`src/rtl/mem_arbiter_if.sv`:
```
// Bus bundle for mem_arbiter: CPU port A, loader port B, MMU memory port, run/halt.
// The arbiter uses the slave view; requesters and the memory model use the master view.
interface mem_arbiter_if;
  logic        run;
  logic        a_req;
  logic        a_we;
  logic [15:0] a_addr;
  logic [7:0]  a_wdata;
  logic        a_ack;
  logic        b_req;
  logic        b_we;
  logic [15:0] b_addr;
  logic [7:0]  b_wdata;
  logic        b_ack;
  logic [7:0]  rdata;
  logic [15:0] mem_addr;
  logic [7:0]  mem_wdata;
  logic        mem_write;
  logic [7:0]  mem_rdata;
  logic        hlt;

  modport slave (
    input  run, a_req, a_we, a_addr, a_wdata,
    input  b_req, b_we, b_addr, b_wdata, mem_rdata,
    output a_ack, b_ack, rdata, mem_addr, mem_wdata, mem_write, hlt
  );

  modport master (
    output run, a_req, a_we, a_addr, a_wdata,
    output b_req, b_we, b_addr, b_wdata, mem_rdata,
    input  a_ack, b_ack, rdata, mem_addr, mem_wdata, mem_write, hlt
  );
endinterface

```
`src/rtl/mem_arbiter.sv`:
```
// Shares the single MMU memory port between the CPU (port A) and the loader (port B),
// running each access through a fixed-latency IDLE -> ACCESS -> DONE sequence.
//
// state  | meaning
// IDLE   | nothing in flight; arbitrate eligible requests
// ACCESS | winner's address/data on the mmu port; down-counter times MEM_LAT cycles
// DONE   | ack to the granted port for exactly this cycle; requests ignored
module mem_arbiter #(
  parameter int MEM_LAT    = 2,
  parameter int B_PRIORITY = 0
) (
  input logic          clk,
  input logic          rst,
  mem_arbiter_if.slave bus
);
  typedef enum logic [1:0] {
    S_IDLE   = 2'd0,
    S_ACCESS = 2'd1,
    S_DONE   = 2'd2
  } state_t;

  localparam logic [3:0] CNT_LOAD = 4'(MEM_LAT - 1);

  state_t      state;
  state_t      state_nx;
  logic [3:0]  cnt;
  logic        last_b;
  logic        we_q;
  logic [15:0] addr_q;
  logic [7:0]  wdata_q;
  logic [7:0]  rdata_q;
  logic        write_q;
  logic        elig_a;
  logic        elig_b;
  logic        grant;
  logic        pick_b;
  logic        term;
  logic        owned_a;

  always_ff @(posedge clk) begin
    if (rst) state <= S_IDLE;
    else     state <= state_nx;
  end

  always_comb begin
    state_nx = state;
    grant    = 1'b0;
    pick_b   = 1'b0;
    term     = 1'b0;
    elig_a   = bus.a_req & bus.run;
    elig_b   = bus.b_req;
    case (state)
      S_IDLE: begin
        if (elig_a | elig_b) begin
          grant    = 1'b1;
          state_nx = S_ACCESS;
          // On contention: fixed B priority, or the port not served last time.
          if (elig_a & elig_b) pick_b = (B_PRIORITY != 0) ? 1'b1 : ~last_b;
          else                 pick_b = elig_b;
        end
      end
      S_ACCESS: begin
        if (cnt == 4'd0) begin
          term     = 1'b1;
          state_nx = S_DONE;
        end
      end
      S_DONE:  state_nx = S_IDLE;
      default: state_nx = S_IDLE;
    endcase
  end

  always_ff @(posedge clk) begin
    if (rst) begin
      addr_q  <= 16'h0000;
      wdata_q <= 8'h00;
      write_q <= 1'b0;
      we_q    <= 1'b0;
      rdata_q <= 8'h00;
      last_b  <= 1'b0;
      cnt     <= 4'd0;
    end else if (grant) begin
      addr_q  <= pick_b ? bus.b_addr  : bus.a_addr;
      wdata_q <= pick_b ? bus.b_wdata : bus.a_wdata;
      write_q <= pick_b ? bus.b_we    : bus.a_we;
      we_q    <= pick_b ? bus.b_we    : bus.a_we;
      last_b  <= pick_b;
      cnt     <= CNT_LOAD;
    end else if (state == S_ACCESS) begin
      if (term) begin
        write_q <= 1'b0;
        if (!we_q) rdata_q <= bus.mem_rdata;
      end else begin
        cnt <= cnt - 4'd1;
      end
    end
  end

  // last_b doubles as the owner of the access in flight.
  assign owned_a       = ((state == S_ACCESS) || (state == S_DONE)) && !last_b;
  assign bus.a_ack     = (state == S_DONE) && !last_b;
  assign bus.b_ack     = (state == S_DONE) && last_b;
  assign bus.hlt       = ~bus.run & ~owned_a;
  assign bus.rdata     = rdata_q;
  assign bus.mem_addr  = addr_q;
  assign bus.mem_wdata = wdata_q;
  assign bus.mem_write = write_q;
endmodule

```
`src/flat_wrapper.sv`:
```
// flat-port wrapper written by rule: the top's interface ports become plain ports
module mem_arbiter_flat 
#(
  parameter int MEM_LAT    = 2,
  parameter int B_PRIORITY = 0
)
  (clk, rst, bus_run, bus_a_req, bus_a_we, bus_a_addr, bus_a_wdata, bus_b_req, bus_b_we, bus_b_addr, bus_b_wdata, bus_mem_rdata, bus_a_ack, bus_b_ack, bus_rdata, bus_mem_addr, bus_mem_wdata, bus_mem_write, bus_hlt);
  mem_arbiter_if bus_i ();
  input logic clk;
  input logic rst;
  input wire logic [$bits(bus_i.run)-1:0] bus_run;
  input wire logic [$bits(bus_i.a_req)-1:0] bus_a_req;
  input wire logic [$bits(bus_i.a_we)-1:0] bus_a_we;
  input wire logic [$bits(bus_i.a_addr)-1:0] bus_a_addr;
  input wire logic [$bits(bus_i.a_wdata)-1:0] bus_a_wdata;
  input wire logic [$bits(bus_i.b_req)-1:0] bus_b_req;
  input wire logic [$bits(bus_i.b_we)-1:0] bus_b_we;
  input wire logic [$bits(bus_i.b_addr)-1:0] bus_b_addr;
  input wire logic [$bits(bus_i.b_wdata)-1:0] bus_b_wdata;
  input wire logic [$bits(bus_i.mem_rdata)-1:0] bus_mem_rdata;
  output wire logic [$bits(bus_i.a_ack)-1:0] bus_a_ack;
  output wire logic [$bits(bus_i.b_ack)-1:0] bus_b_ack;
  output wire logic [$bits(bus_i.rdata)-1:0] bus_rdata;
  output wire logic [$bits(bus_i.mem_addr)-1:0] bus_mem_addr;
  output wire logic [$bits(bus_i.mem_wdata)-1:0] bus_mem_wdata;
  output wire logic [$bits(bus_i.mem_write)-1:0] bus_mem_write;
  output wire logic [$bits(bus_i.hlt)-1:0] bus_hlt;
  assign bus_i.run = bus_run;
  assign bus_i.a_req = bus_a_req;
  assign bus_i.a_we = bus_a_we;
  assign bus_i.a_addr = bus_a_addr;
  assign bus_i.a_wdata = bus_a_wdata;
  assign bus_i.b_req = bus_b_req;
  assign bus_i.b_we = bus_b_we;
  assign bus_i.b_addr = bus_b_addr;
  assign bus_i.b_wdata = bus_b_wdata;
  assign bus_i.mem_rdata = bus_mem_rdata;
  assign bus_a_ack = bus_i.a_ack;
  assign bus_b_ack = bus_i.b_ack;
  assign bus_rdata = bus_i.rdata;
  assign bus_mem_addr = bus_i.mem_addr;
  assign bus_mem_wdata = bus_i.mem_wdata;
  assign bus_mem_write = bus_i.mem_write;
  assign bus_hlt = bus_i.hlt;
  mem_arbiter #(.MEM_LAT(MEM_LAT), .B_PRIORITY(B_PRIORITY)) u_core (.clk(clk), .rst(rst), .bus(bus_i));
endmodule
```
`config.mk`:
```
export PLATFORM = sky130hd
export DESIGN_NAME = mem_arbiter_flat
export DESIGN_NICKNAME = d
export VERILOG_FILES = /design/src/rtl/mem_arbiter_if.sv /design/src/rtl/mem_arbiter.sv /design/src/flat_wrapper.sv
export SDC_FILE = /design/constraint.sdc
export NUM_CORES = 1
export LEC_CHECK = 0
export BUFFER_PORTS_ARGS = -buffer_cell sky130_fd_sc_hd__buf_2
export CORE_MARGIN = 2
export CORE_UTILIZATION = 50
export DETAILED_ROUTE_END_ITERATION = 6
export PLACE_DENSITY_LB_ADDON = 0.3
export SETUP_SLACK_MARGIN = 0.05
export SLEW_MARGIN = 20
export SYNTH_ARGS = -nofsm -noshare
export SYNTH_HDL_FRONTEND = slang
export SYNTH_SLANG_ARGS = --single-unit
export TNS_END_PERCENT = 1
```
`constraint.sdc`:
```
create_clock -name clk -period 2.6 [get_ports clk]
set_clock_uncertainty 0.1 [all_clocks]
set_input_delay 0.39 -clock clk [delete_from_list [all_inputs] [get_ports clk]]
set_output_delay 0.39 -clock clk [all_outputs]
set_load 0.005 [all_outputs]
```
---- Word-level counts from Yosys, hierarchy flattened ----
Cells that the tools add are included.
storage, ports and cells
  register bits ........................... 41
  bits in latches ......................... 0
  memory bits (writable) .................. 0
  memory bits (read-only) ................. 0
  input bits .............................. 63
  output and inout bits ................... 36
  memories kept ........................... 0
operators by class
  add/subtract/negate cells ............... 1
  multiply operators ...................... 0
  divide/modulo/power cells ............... 0
  $lt $le $gt $ge ......................... 0
  equal/unequal tests ..................... 5
  shift-type cells ........................ 0
  multiplexer cells ....................... 19
  bitwise logic cells ..................... 10
  reduce and logical (&&, ||, !) cells .... 15
operators with widths
  kind                                                    count
  two-way mux 16 bit                                      1
  two-way mux 1 bit                                       14
  two-way mux 8 bit                                       1
  AND reduction 2 bit                                     4
  inequality test 2 x 1 -> 1 bit (second input constant)  3
  inverter 1 bit                                          6
  logical NOT 4 bit                                       1
  two-way mux 2 bit                                       2
  case mux 2 bit (2 select lines)                         1
  AND reduction 4 bit                                     1
  nonzero test 2 bit                                      2
  subtractor 4 x 1 -> 4 bit (second input constant)       1
  bitwise AND 1 bit                                       3
  logical AND 1 bit                                       3
  == test 2 x 1 -> 1 bit (second input constant)          1
  == test 2 bit (second input constant)                   1
  logical NOT 2 bit                                       1
  OR reduction 2 bit                                      1
  logical NOT 1 bit                                       1
  logical OR 1 bit                                        1
  bitwise OR 1 bit                                        1

---- Depth between registers and ports, before layout ----
  depth in word-level cells ............... 7
  depth in mapped cells ................... 6

---- Worst setup path before layout ----
OpenSTA, ideal clock, no wires.
  path type ............................... reg-to-reg
  from .................................... register u_core.state[1]
  to ...................................... register u_core.rdata_q[0], in the netlist u_core.bus.rdata[0]
  arrival time ............................ 1.521 ns
  data required time ...................... 2.428 ns
  slack ................................... 0.907 ns
  stages on the path, launching flop included .. 6
  buffers on the path ..................... 0
  period minus slack after synthesis ...... 1.693 ns
  cells stage by stage .................... dfxtp_1 -> inv_1 -> ha_1 -> nand4bb_4 -> a211oi_4 -> mux2i_1
on the way
  longest elaborated chain between the ends .. 4
  elaborated cells between the ends (all ways) .. 6
  classes of those cells .................. eq/ne: 1; mux: 2; bitwise: 1; reduce/logical: 2
RTL lines
  item                                      line               text
  start: declaration                        mem_arbiter.sv:24  state_t state;
  start signal: assignment                  mem_arbiter.sv:42  else state <= state_nx;
  logical NOT 2 bit                         mem_arbiter.sv:52  case (state)
  two-way mux 1 bit                         mem_arbiter.sv:52
  inverter 1 bit (no source line)           --
  AND reduction 4 bit (no source line) (*)  --
  end signal: assignment                    mem_arbiter.sv:92  if (!we_q) rdata_q <= bus.mem_rdata;
  end: declaration                          mem_arbiter.sv:31  logic [7:0] rdata_q;
Mark *: on every way between the ends. The rest lies on a longest branch, timed or not.
A chain may end at the register's enable or synchronous reset.

---- Final worst setup path ----
  from .................................... register u_core.state[0]
  to ...................................... register u_core.we_q
on the way
  longest elaborated chain between the ends .. 3
  elaborated cells between the ends (all ways) .. 4
  classes of those cells .................. mux: 3; reduce/logical: 1
RTL lines
  item                    line               text
  logical NOT 2 bit (*)   mem_arbiter.sv:52
  two-way mux 1 bit       mem_arbiter.sv:52
  two-way mux 1 bit       mem_arbiter.sv:86  we_q <= pick_b ? bus.b_we : bus.a_we;
  end signal: assignment  mem_arbiter.sv:86
  end: declaration        mem_arbiter.sv:28  logic we_q;
Marked as above.

==> impl_metrics.py <==
metrics = {
    "global_routing": {
        "grt_antenna_before_repair": 0,
        "grt_pass1_wl_mm": 9.22,
        "grt_max_degree": 51,
        "grt.overflow.total": 0,
        "grt_pass1_vias": 2046,
        "grt_use_total_pct": 23.2,
    },
    "critical_path": {
        "slowest_stage": "ha_2",
        "worst-path-buf-inv": 2,
        "worstSetupEndpointType": "flip-flop",
        "cp.required_ns": 2.65,
        "cp_cell_sequence": "inv_1 > ha_2 > nand2_1 > buf_4 > o21ai_0 > a311oi_1",
        "critPathMaxStageDelay_ns": 0.41,
        "worstPathMaxFanout": 21,
        "crit_arrival_ns": 2.10,
        "worstSetupPathType": "flip-flop to flip-flop",
        "start_kind": "flip-flop",
        "critPathTopFamily": "adder cells",
    },
    "yosys": {
        "syn_area_um2": 2150,
        "synth-adder-area-share_pct": 3.50,
        "synth_seq_cells": 41,
        "synth_top_family_by_area": "compound AO/OA/AOI/OAI gates",
        "synthMuxAreaShare_pct": 4.66,
        "synth_xor_area_share_pct": 0.408,
        "synth_compound_area_share_pct": 28.2,
        "synth_edf_count": 0,
        "ys.flop_type": "dfxtp_1",
        "ys_seq_area_share_pct": 38.2,
        "synthArstFlopShare_pct": 0,
        "synth_cells": 243,
        "syn_avg_cell_area_um2": 8.84,
        "yosys_warnings": 0,
        "synthSimpleGateAreaFrac_pct": 18.4,
        "synthDistinctLibCells": 36,
        "synth_fp_nets": 312,
    },
    "power": {
        "p_total_w": 0.00186,
        "ir_drop_mv": 0.292,
        "p_per_area_nw_per_um2": 684,
        "p_leak_nw": 1.16,
    },
    "cells_and_area": {
        "layout_common_cells": "buf_2, dfxtp_1, a21oi_1",
        "instances_no_fill": 379,
        "synthToLayoutAreaGrowth_pct": 27.0,
        "finish.net_count": 397,
        "drive_above_1_share_pct": 37.1,
        "multi_input_area_um2": 1190,
        "regArea_um2": 821,
        "layout_commonest_cell": "buf_2",
        "antenna_cells": 0,
        "fill_cells": 357,
    },
    "floorplan": {
        "rows": 23,
        "start_util_pct": 52.9,
        "die_y_um": 69.5,
        "die_w_um": 69.5,
        "core_um2": 4060,
        "boundaryPins": 99,
        "die_area_um2": 4830,
    },
    "clocking": {
        "cts_inserted_buffers": 5,
        "ctsLongestPathBuffers": 2,
        "clock_sink_count": 41,
        "cts_root_buf": "clkbuf_8",
        "cts_setup_buffers": 0,
        "clk_latency_ns": 0.30,
        "ctsResizeCount": 0,
        "ctsHoldBuffers": 0,
        "cts_max_level": 2,
        "clk_pin_slew_ns": 0.09,
        "cts_tree": "done",
    },
    "detailed_routing": {
        "drtIter0Drc": 157,
        "drt-pass1-iter-count": 4,
        "via_per_inst": 5.92,
        "ant_nets": 0,
        "drcViolationCount": 0,
        "dr_total_vias": 2245,
        "wire_per_inst_um": 14.9,
        "wirelength_mm": 5.67,
    },
    "sta": {
        "tightest_slew_ns": 0.783,
        "maxSlewViolCount": 0,
        "slew_headroom_pct": 47.8,
        "fin_crit_ns": 2.04,
        "period_share_pct": 78.6,
        "fmax_mhz": 489,
        "setup_viol": 0,
        "setup_tns_ns": 0,
        "hold_viol_final": 0,
        "rsz0062_at_grt": "no",
    },
    "placed_design": {
        "port_buffers": 98,
        "place_hpwl_mm": 3.89,
        "post-place-cells": 371,
        "gp_congestion": 0.744,
    },
    "status": {
        "status": "finished, final reports clean",
    },
    "min_path": {
        "hp-class": "primary input to flip-flop",
    },
    "run": {
        "drv_cap": 0,
    },
}
cells in the mapped netlist (2+ instances only):
library cell  number  area (um^2)
a311oi_1          26          228
inv_1              7         26.3
and2_1             2         12.5
mux2i_1           10          100
o21ai_0           18         90.1
dfxtp_1           41          821
a21oi_1           29          145
buf_2              4         20.0
nand2_1            3         11.3
clkbuf_1          20         75.1
nand4_1           25          156
nand3_1            2         10.0
ha_1               6         75.1
nor2_1             3         11.3
o21ai_1            9         45.0
nand2b_1          18          113
per-layer routing:
metal  part of all wire [%]  GRT usage [%]  wire (um)  vias up
met5                      0              0          0        -
met4                    1.1           6.75         60        0
met3                    9.0           5.96        509        6
met2                     48           39.0       2740      114
met1                     42           29.3       2350     1030
li1                       -              -          -     1095
where the power goes:
| group | switching [W] | internal (W) |
|---|---|---|
| registers | 0.0000618 | 0.000730 |
| clock network | 0.000226 | 0.000185 |
| logic | 0.000369 | 0.000293 |
metrics by stage:
stage	utilization [%]	setup slack [ns]	hold WS [ns]	area [um^2]
2_1_floorplan	-	0.907	0.365	2150
3_3_place_gp	65.1	0.683	0.358	2640
3_5_place_dp	65.1	0.586	0.366	2640
4_1_cts	67.2	0.573	0.247	2730
5_1_grt	67.2	0.335	0.246	2730
6_report	67.2	0.557	0.253	2730
state kept, by name (all words and copies together), names as in the netlist:
name                  cells
u_core.bus.mem_addr      16
u_core.bus.mem_wdata      8
u_core.bus.mem_write      1
u_core.bus.rdata          8
u_core.cnt                4
u_core.last_b             1
u_core.state              2
u_core.we_q               1
worst min-delay path, delay by kind of cell:
family	cells	cell delay, ns
buf+inv	1	0.10
mux	1	0.06
simple gates	1	0.05
layout make-up:
type                       count  area share (%)
sequential                    41            30.1
inverter                       7           0.964
tap                           50            2.29
timing repair buffer         105            19.9
clock buffer                   5            2.52
multi-input combinational    168            43.6
clock inverter                 3           0.642
path summary, 6_finish.rpt:
check | slack, ns | start | endpoint | cells after the start
setup / recovery | 0.56 | u_core.state[0] | u_core.we_q | 6
hold / removal | 0.25 | bus_mem_rdata[2] | u_core.bus.rdata[2] | 3
setup reg to reg | 0.56 | u_core.state[0] | u_core.we_q | 6
hold reg to reg | 0.37 | u_core.bus.rdata[6] | u_core.bus.rdata[6] | 2
cell families (layout without fill, tap and decap cells):
kind of cell	after synthesis	after routing
AOI/OAI and AO/OA	91	91
xor gates and xnor gates	1	1
adders and majority gates	6	6
buffers and inverters	34	120
DFF	41	41
muxes	10	10
and+or+nand+nor	60	60
No activity file was read; power rests on OpenSTA's default activity.
